### src/rtl/uart_rx_fifo.sv
// UART receiver with mid-bit sampling, optional parity, 1 or 2 stop bits,
// feeding a first-word-fall-through receive FIFO with per-entry error flags.
module uart_rx_fifo #(
    parameter int CLK_PER_BAUD = 16,
    parameter int DATA_BITS    = 8,
    parameter int PARITY       = 0,
    parameter int STOP_BITS    = 1,
    parameter int FIFO_DEPTH   = 4
) (
    input  logic                 clk,
    input  logic                 rst,
    input  logic                 rx,
    output logic [DATA_BITS-1:0] rx_data,
    output logic                 rx_valid,
    input  logic                 rx_ready,
    output logic                 parity_err,
    output logic                 frame_err,
    output logic                 overrun,
    output logic                 busy
);

    localparam int CW = $clog2(CLK_PER_BAUD);
    localparam int AW = $clog2(FIFO_DEPTH);
    localparam int EW = DATA_BITS + 2;
    localparam logic [CW-1:0] MID_CNT   = CW'((CLK_PER_BAUD - 1) / 2);
    localparam logic [CW-1:0] LAST_CNT  = CW'(CLK_PER_BAUD - 1);
    localparam logic [3:0]    LAST_DATA = 4'(DATA_BITS - 1);
    localparam logic [3:0]    LAST_STOP = 4'(STOP_BITS - 1);

    typedef enum logic [2:0] {IDLE, START, DATA, PAR, STOP} state_t;

    logic                 rx_meta, rxs;
    state_t               state, state_next;
    logic [CW-1:0]        cnt, cnt_next;
    logic [3:0]           bit_cnt, bit_cnt_next;
    logic [DATA_BITS-1:0] shift, shift_next;
    logic                 par_bit, par_bit_next;
    logic                 stop_err, stop_err_next;
    logic                 mid, wrap, perr_calc;
    logic                 push;
    logic [EW-1:0]        push_entry;

    logic [EW-1:0]        mem [FIFO_DEPTH];
    logic [AW:0]          wr_ptr, rd_ptr;
    logic [EW-1:0]        head;
    logic                 empty, full, pop, wr_en;

    always_ff @(posedge clk or negedge rst) begin
        if (!rst) begin
            rx_meta <= 1'b1;
            rxs     <= 1'b1;
        end else begin
            rx_meta <= rx;
            rxs     <= rx_meta;
        end
    end

    assign mid  = (cnt == MID_CNT);
    assign wrap = (cnt == LAST_CNT);

    always_comb begin
        perr_calc = 1'b0;
        if (PARITY == 1)
            perr_calc = ~(^shift ^ par_bit);
        else if (PARITY == 2)
            perr_calc = ^shift ^ par_bit;
    end

    // The final stop bit pushes at its mid-point so a back-to-back start can be caught.
    always_comb begin
        state_next    = state;
        cnt_next      = wrap ? '0 : cnt + 1'b1;
        bit_cnt_next  = bit_cnt;
        shift_next    = shift;
        par_bit_next  = par_bit;
        stop_err_next = stop_err;
        push          = 1'b0;
        push_entry    = {shift, perr_calc, stop_err | ~rxs};
        case (state)
            IDLE: begin
                cnt_next = '0;
                if (!rxs)
                    state_next = START;
            end
            START: begin
                if (mid && rxs) begin
                    state_next = IDLE;
                    cnt_next   = '0;
                end else if (wrap) begin
                    state_next   = DATA;
                    bit_cnt_next = '0;
                end
            end
            DATA: begin
                if (mid)
                    shift_next = {rxs, shift[DATA_BITS-1:1]};
                if (wrap) begin
                    if (bit_cnt == LAST_DATA) begin
                        state_next    = (PARITY != 0) ? PAR : STOP;
                        bit_cnt_next  = '0;
                        stop_err_next = 1'b0;
                    end else begin
                        bit_cnt_next = bit_cnt + 1'b1;
                    end
                end
            end
            PAR: begin
                if (mid)
                    par_bit_next = rxs;
                if (wrap)
                    state_next = STOP;
            end
            STOP: begin
                if (mid && bit_cnt == LAST_STOP) begin
                    push       = 1'b1;
                    state_next = IDLE;
                    cnt_next   = '0;
                end else if (mid) begin
                    stop_err_next = stop_err | ~rxs;
                end else if (wrap) begin
                    bit_cnt_next = bit_cnt + 1'b1;
                end
            end
            default: state_next = IDLE;
        endcase
    end

    always_ff @(posedge clk or negedge rst) begin
        if (!rst) begin
            state    <= IDLE;
            cnt      <= '0;
            bit_cnt  <= '0;
            shift    <= '0;
            par_bit  <= 1'b0;
            stop_err <= 1'b0;
        end else begin
            state    <= state_next;
            cnt      <= cnt_next;
            bit_cnt  <= bit_cnt_next;
            shift    <= shift_next;
            par_bit  <= par_bit_next;
            stop_err <= stop_err_next;
        end
    end

    // Pointers carry one extra wrap bit so full and empty are distinguishable.
    assign empty = (wr_ptr == rd_ptr);
    assign full  = (wr_ptr[AW] != rd_ptr[AW]) && (wr_ptr[AW-1:0] == rd_ptr[AW-1:0]);
    assign pop   = rx_valid && rx_ready;
    assign wr_en = push && (!full || pop);

    always_ff @(posedge clk) begin
        if (wr_en)
            mem[wr_ptr[AW-1:0]] <= push_entry;
    end

    always_ff @(posedge clk or negedge rst) begin
        if (!rst) begin
            wr_ptr  <= '0;
            rd_ptr  <= '0;
            overrun <= 1'b0;
        end else begin
            if (wr_en)
                wr_ptr <= wr_ptr + 1'b1;
            if (pop)
                rd_ptr <= rd_ptr + 1'b1;
            overrun <= push && full && !pop;
        end
    end

    assign head       = empty ? '0 : mem[rd_ptr[AW-1:0]];
    assign rx_valid   = !empty;
    assign rx_data    = head[EW-1:2];
    assign parity_err = head[1];
    assign frame_err  = head[0];
    assign busy       = (state != IDLE);

endmodule
### config.mk
export PLATFORM = sky130hd
export DESIGN_NAME = uart_rx_fifo
export DESIGN_NICKNAME = d
export VERILOG_FILES = /design/src/rtl/uart_rx_fifo.sv
export SDC_FILE = /design/constraint.sdc
export NUM_CORES = 1
export LEC_CHECK = 0
export ABC_AREA = 1
export ABC_CLOCK_PERIOD_IN_PS = 2400
export CORE_UTILIZATION = 40
export CTS_CLUSTER_SIZE = 25
export DETAILED_ROUTE_END_ITERATION = 12
export SYNTH_ARGS = -nofsm -noshare
export SYNTH_HDL_FRONTEND = slang
export SYNTH_SLANG_ARGS = --single-unit
### constraint.sdc
create_clock -name clk -period 2.4 [get_ports clk]
set_input_delay 0.48 -clock clk [delete_from_list [all_inputs] [get_ports clk]]
set_output_delay 0.48 -clock clk [all_outputs]
set_load 0.005 [all_outputs]
== Word-level counts from Yosys, hierarchy flattened ==
Memory sizes are Yosys's and may differ from the RTL's.
Index checks and enable logic that the tools add are counted.
W data, S select, Z words.
Storage, ports and cells
  register bits: 29
  memory bits (writable): 36
  input bits: 4
  output and inout port bits: 13
  memories: 1
Memories
  mem: depth 4, width 9, read ports 1, clocked after Yosys merged registers in 0, wr ports 1, line 43  | logic [EW-1:0] mem [FIFO_DEPTH];
Cells by class
  add/subtract/negate cells: 4
  equality and inequality tests: 22
  muxes and demuxes: 30
  bitwise gates (word level): 2
  reductions and logical operators: 20
Operators with widths (count)
  $mux W4: 10
  $pmux W4 S3: 2
  $ne A2 B2 Y1 const B: 11
  $mux W3: 7
  $pmux W3 S5: 1
  $mux W10: 1
  $add A4 B1 Y4 const B: 2
  $eq A4 B3 Y1 const B: 2
  $mux W1: 8
  $logic_and A1 B1 Y1: 7
  $reduce_and A7 Y1: 1
  $add A3 B1 Y3 const B: 2
  $eq A3 B2 Y1 const B: 2
  $reduce_and A6 Y1: 1
  $reduce_bool A3 Y1: 2
  $reduce_and A5 Y1: 1
  $eq A4 B4 Y1 const B: 1
  $logic_not A4 Y1: 1
  $eq A3 B1 Y1 const B: 1
  $eq A3 B3 Y1: 1
  $eq A3 B3 Y1 const B: 1
  $logic_not A1 Y1: 3
  $logic_not A3 Y1: 1
  $ne A3 B3 Y1 const B: 1
  8 further kinds: 8

== Longest topological paths before layout ==
  word-level depth: 7
  mapped depth: 9

== Worst setup path before layout ==
OpenSTA, ideal clock, no wires.
  path type: register -> register
  from: register bit_cnt[0]
  to: memory mem[0][0] (netlist bit), enable pin
  library setup time: 0.374 ns
  arrival: 1.482 ns
  required time: 2.026 ns
  setup slack: 0.544 ns
  stages on the path, launching flop included: 9
  path buffers: 0
  period minus slack after synthesis: 1.856 ns
  cells stage by stage: dfrtp_1 > inv_1 > ha_1 > nand2_1 > nor2_1 > inv_2 > nor2_4 > nand2_2 > nor2_1
On the way
  longest elaborated chain between the ends: 7
RTL lines
  from (decl): line 35  | logic [3:0] bit_cnt, bit_cnt_next;
  from (signal assigned): line 139  | bit_cnt <= bit_cnt_next;
  $logic_not A4 Y1: line 114  | if (mid && bit_cnt == LAST_STOP) begin
  $logic_and A1 B1 Y1: line 114
  $mux W1: line 114
  $mux W1: line 79  | case (state)
  $logic_and A1 B1 Y1: line 150  | assign wr_en = push && (!full || pop);
  $mux W1: line 153  | if (wr_en)
  $mux W1 (implied by the code): line 154  | mem[wr_ptr[AW-1:0]] <= push_entry;
  to (decl): line 43
No other way between the ends.

== Final worst setup path ==
  from: register rd_ptr[0]
  to: output rx_data[6]
On the way
  longest elaborated chain between the ends: 2
  elaborated cells between the ends (all ways): 3
  those cells by class: eq/ne (1); mux (1); memory (1)
RTL lines
  from (decl): line 44  | logic [AW:0] wr_ptr, rd_ptr;
  from (signal assigned): line 166  | rd_ptr <= rd_ptr + 1'b1;
  $mem_v2 Z4 W9 or $eq A3 B3 Y1 (tied branches)
  $mux W10 (*): line 171  | assign head = empty ? '0 : mem[rd_ptr[AW-1:0]];
  to (decl): line 13  | output logic [DATA_BITS-1:0] rx_data,
Every way passes the cells marked *; elsewhere a longest branch is shown, timed or not.

==> qor.yml <==
fin_crit_sh: 0.996
cp_slowest_cell: "dfrtp_2"
gp_congestion: 0.790
antenna_found_initial: 0
finalClockSkew_ns: 0.0102
wl_per_cell_um: 12.8
p_int_mw: 2.50
drtAntennaViolNets: 0
peakVddDrop_uv: 478
synthTopCellsByArea: "edfxtp_1 36%, dfrtp_1 23%, nand2_1 6.5%, nor2_1 6.4%, o21ai_0 4.5%"
area_growth_pct: 19.6
core_region_area_sq_um: 7250
tritoncts: "built"
root_buffer: "clkbuf_8"
synth.distinct_cells: 27
synth_top_area_frac: 0.361
worstSetupEndpointType: "output pin"
drive_above_1_share: 0.158
synth_top_area_cell: "edfxtp_1"
vias: 2080
cap_violations: 0
synth-compound-area-share: 0.0753
p_leak_nw: 1.62
nets: 348
die-area_sq_um: 7830
numCtsBuffers: 9
synth.avg_cell_area_sq_um: 9.75
p_per_area_nw_per_um2: 1090
synth_xor_area_frac: 0.0176
die_width_um: 88.5
drt_pass1_iterations: 4
synth_area_sq_um: 2990
rr_worst_depth: 9
wirelength_um: 5640
crit_type: "register to output pin"
status: "complete, no violations"
yosysWarnings: 0
seq_power_share: 0.383
cp_num_cells: 6
die_y_um: 88.5
post-dp-hpwl_um: 3570
port_buffers: 15
swShare: 0.357
syn_inst: 307
cp-start-kind: "register"
power_switching_mw: 1.39
path_cells: "xor2_1 > nor2_2 > nand2_4 > nand2_1 > inv_1 > clkdlybuf4s50_1"
maxSlewViolCount: 0
cp.arrival_ns: 1.91
cts-htree-levels: 3
drc: 0
grt_overflow: 0
antenna-diode-count: 0
insertion_delay_ns: 0.34
hold_class: "register to register"
ys_ff_latch: 65
syn_nets: 319
grt_pass1_wl_um: 9180
synth_mux_area_frac: 0.00502
rows: 31
path_buf_inv: 2
start_util: 0.413
path_max_fanout: 14
seq_area_frac_synth: 0.605
hold_ws_ns: 0.357
p_comb_frac: 0.374
synth_top_family_by_area: "simple AND/OR/NAND/NOR gates"
yosys.area_share.simple: 0.199
vias_per_cell: 4.73
rsz0062_at_grt: "yes"
drt_iter0_drc: 106
power_frac_clock: 0.243
grt_pass1_vias: 1913
synth_adder_area_share: 0.0334
grt_usage: 0.160
ios: 17
hold_path_depth: 0
critPathMaxStageDelay_ns: 0.51
cp_top_family: "flip-flops"
finalSetupViolCount: 0
hold_violations: 0
fin_crit_ns: 2.39
cts.clk_slew.worst_paths_ns: 0.07
grt_max_degree: 30
final_core_util: 0.493
fmax_mhz: 419
clock_path_buffers: 2
cts.sinks: 65
cp.required_ns: 1.92
==> logic make-up (layout without fill, tap and decap cells) <==
family                     Yosys count  in the layout
other                                1              1
and+or+nand+nor                    136            136
buffers and inverters               45             79
AOI/OAI and AO/OA                   45             45
muxes                                1              1
adders and majority gates            8              8
xor gates and xnor gates             6              6
DFF                                 65             65
==> cells in the final DEF (no fill, tap or decap), drive strengths merged <==
cell | synthesis | layout
nand2 | 60 | 60
nor2 | 55 | 55
o21ai | 40 | 40
inv | 37 | 38
edfxtp | 36 | 36
dfrtp | 27 | 27
nand3 | 14 | 14
clkbuf | 1 | 11
buf | 7 | 9
ha | 8 | 8
clkdlybuf4s50 | 0 | 8
dlymetal6s2s | 0 | 6
xor2 | 5 | 5
a21oi | 5 | 5
nor3 | 4 | 4
or2 | 3 | 3
clkinvlp | 0 | 3
clkinv | 0 | 2
dfstp | 2 | 2
xnor2 | 1 | 1
mux2 | 1 | 1
conb | 1 | 1
bufinv | 0 | 1
dlygate4sd2 | 0 | 1
==> flip-flops by register name (all words and copies together) (netlist names) <==
signal,cells
bit_cnt,4
cnt,4
mem,36
overrun,1
rd_ptr,3
rx_meta,1
rxs,1
shift,8
state,3
stop_err,1
wr_ptr,3
==> cell usage after synthesis <==
| master | count |
|---|---|
| a21oi_1 | 5 |
| buf_2 | 3 |
| buf_4 | 3 |
| buf_6 | 1 |
| clkbuf_1 | 1 |
| conb_1 | 1 |
| dfrtp_1 | 27 |
| dfstp_2 | 2 |
| edfxtp_1 | 36 |
| ha_1 | 8 |
| inv_1 | 33 |
| inv_2 | 4 |
| mux2_4 | 1 |
| nand2_1 | 52 |
| nand2_2 | 7 |
| nand2_4 | 1 |
| nand3_1 | 14 |
| nor2_1 | 51 |
| nor2_2 | 2 |
| nor2_4 | 2 |
| nor3_1 | 2 |
| nor3_2 | 2 |
| o21ai_0 | 27 |
| o21ai_1 | 13 |
| or2_2 | 3 |
| xnor2_1 | 1 |
| xor2_1 | 5 |
==> power groups by stage <==
stage	sequential (mW)	clock [mW]	combinational, mW
after floorplan	1.44	0	0.869
after global placement	1.48	0	1.31
after detailed placement	1.49	0	1.34
after CTS	1.47	0.970	1.38
after global routing	1.51	1.00	1.67
final	1.49	0.944	1.46
==> what timing repair did <==
item / 4_1_cts / 5_1_grt
setup endpoints to repair: 10 / 8
gates cloned: 0 / 2
setup buffers: 0 / 2
gates resized for setup: 10 / 10
pin swaps: 0 / 0
hold buffers: 0 / 0
==> cell type report <==
cell class                      instances  area (sq um)
Fill cell                             687          3670
Clock inverter                          7          78.8
Multi-Input combinational cell        197          1000
Clock buffer                            9           124
Timing Repair Buffer                   26           298
Sequential cell                        65          1810
Tap cell                               99           124
Inverter                               37           141
==> metal layers <==
| metal | global-route usage | routed length (um) |
|---|---|---|
| met5 | 0 | 0 |
| met2 | 0.259 | 2710 |
| met4 | 0.0748 | 77 |
| met1 | 0.208 | 2720 |
| met3 | 0.0308 | 128 |
==> final timing paths <==
path                                  from    endpoint  slack, ns
worst max-delay path             rd_ptr[0]  rx_data[6]       0.01
worst min-delay path               rx_meta         rxs       0.36
worst max register to register  bit_cnt[0]   mem[3][7]       0.54
worst min register to register     rx_meta         rxs       0.36
max in group asynchronous              rst         rxs       1.57
min in group asynchronous              rst    state[2]       0.51
==> through the flow <==
step / worst slack [ns] / power (mW) / cells / setup TNS [ns] / area [sq um]
floorplan: 0.544 / 2.31 / 307 / 0 / 2990
global placement: 0.253 / 2.78 / 420 / 0 / 3270
detailed placement: 0.197 / 2.83 / 420 / 0 / 3270
CTS: -0.0193 / 3.82 / 436 / -0.0193 / 3490
global route: -0.137 / 4.18 / 440 / -0.263 / 3580
finish: 0.0105 / 3.89 / 440 / 0 / 3580
Power figures use the tool's default switching activity.
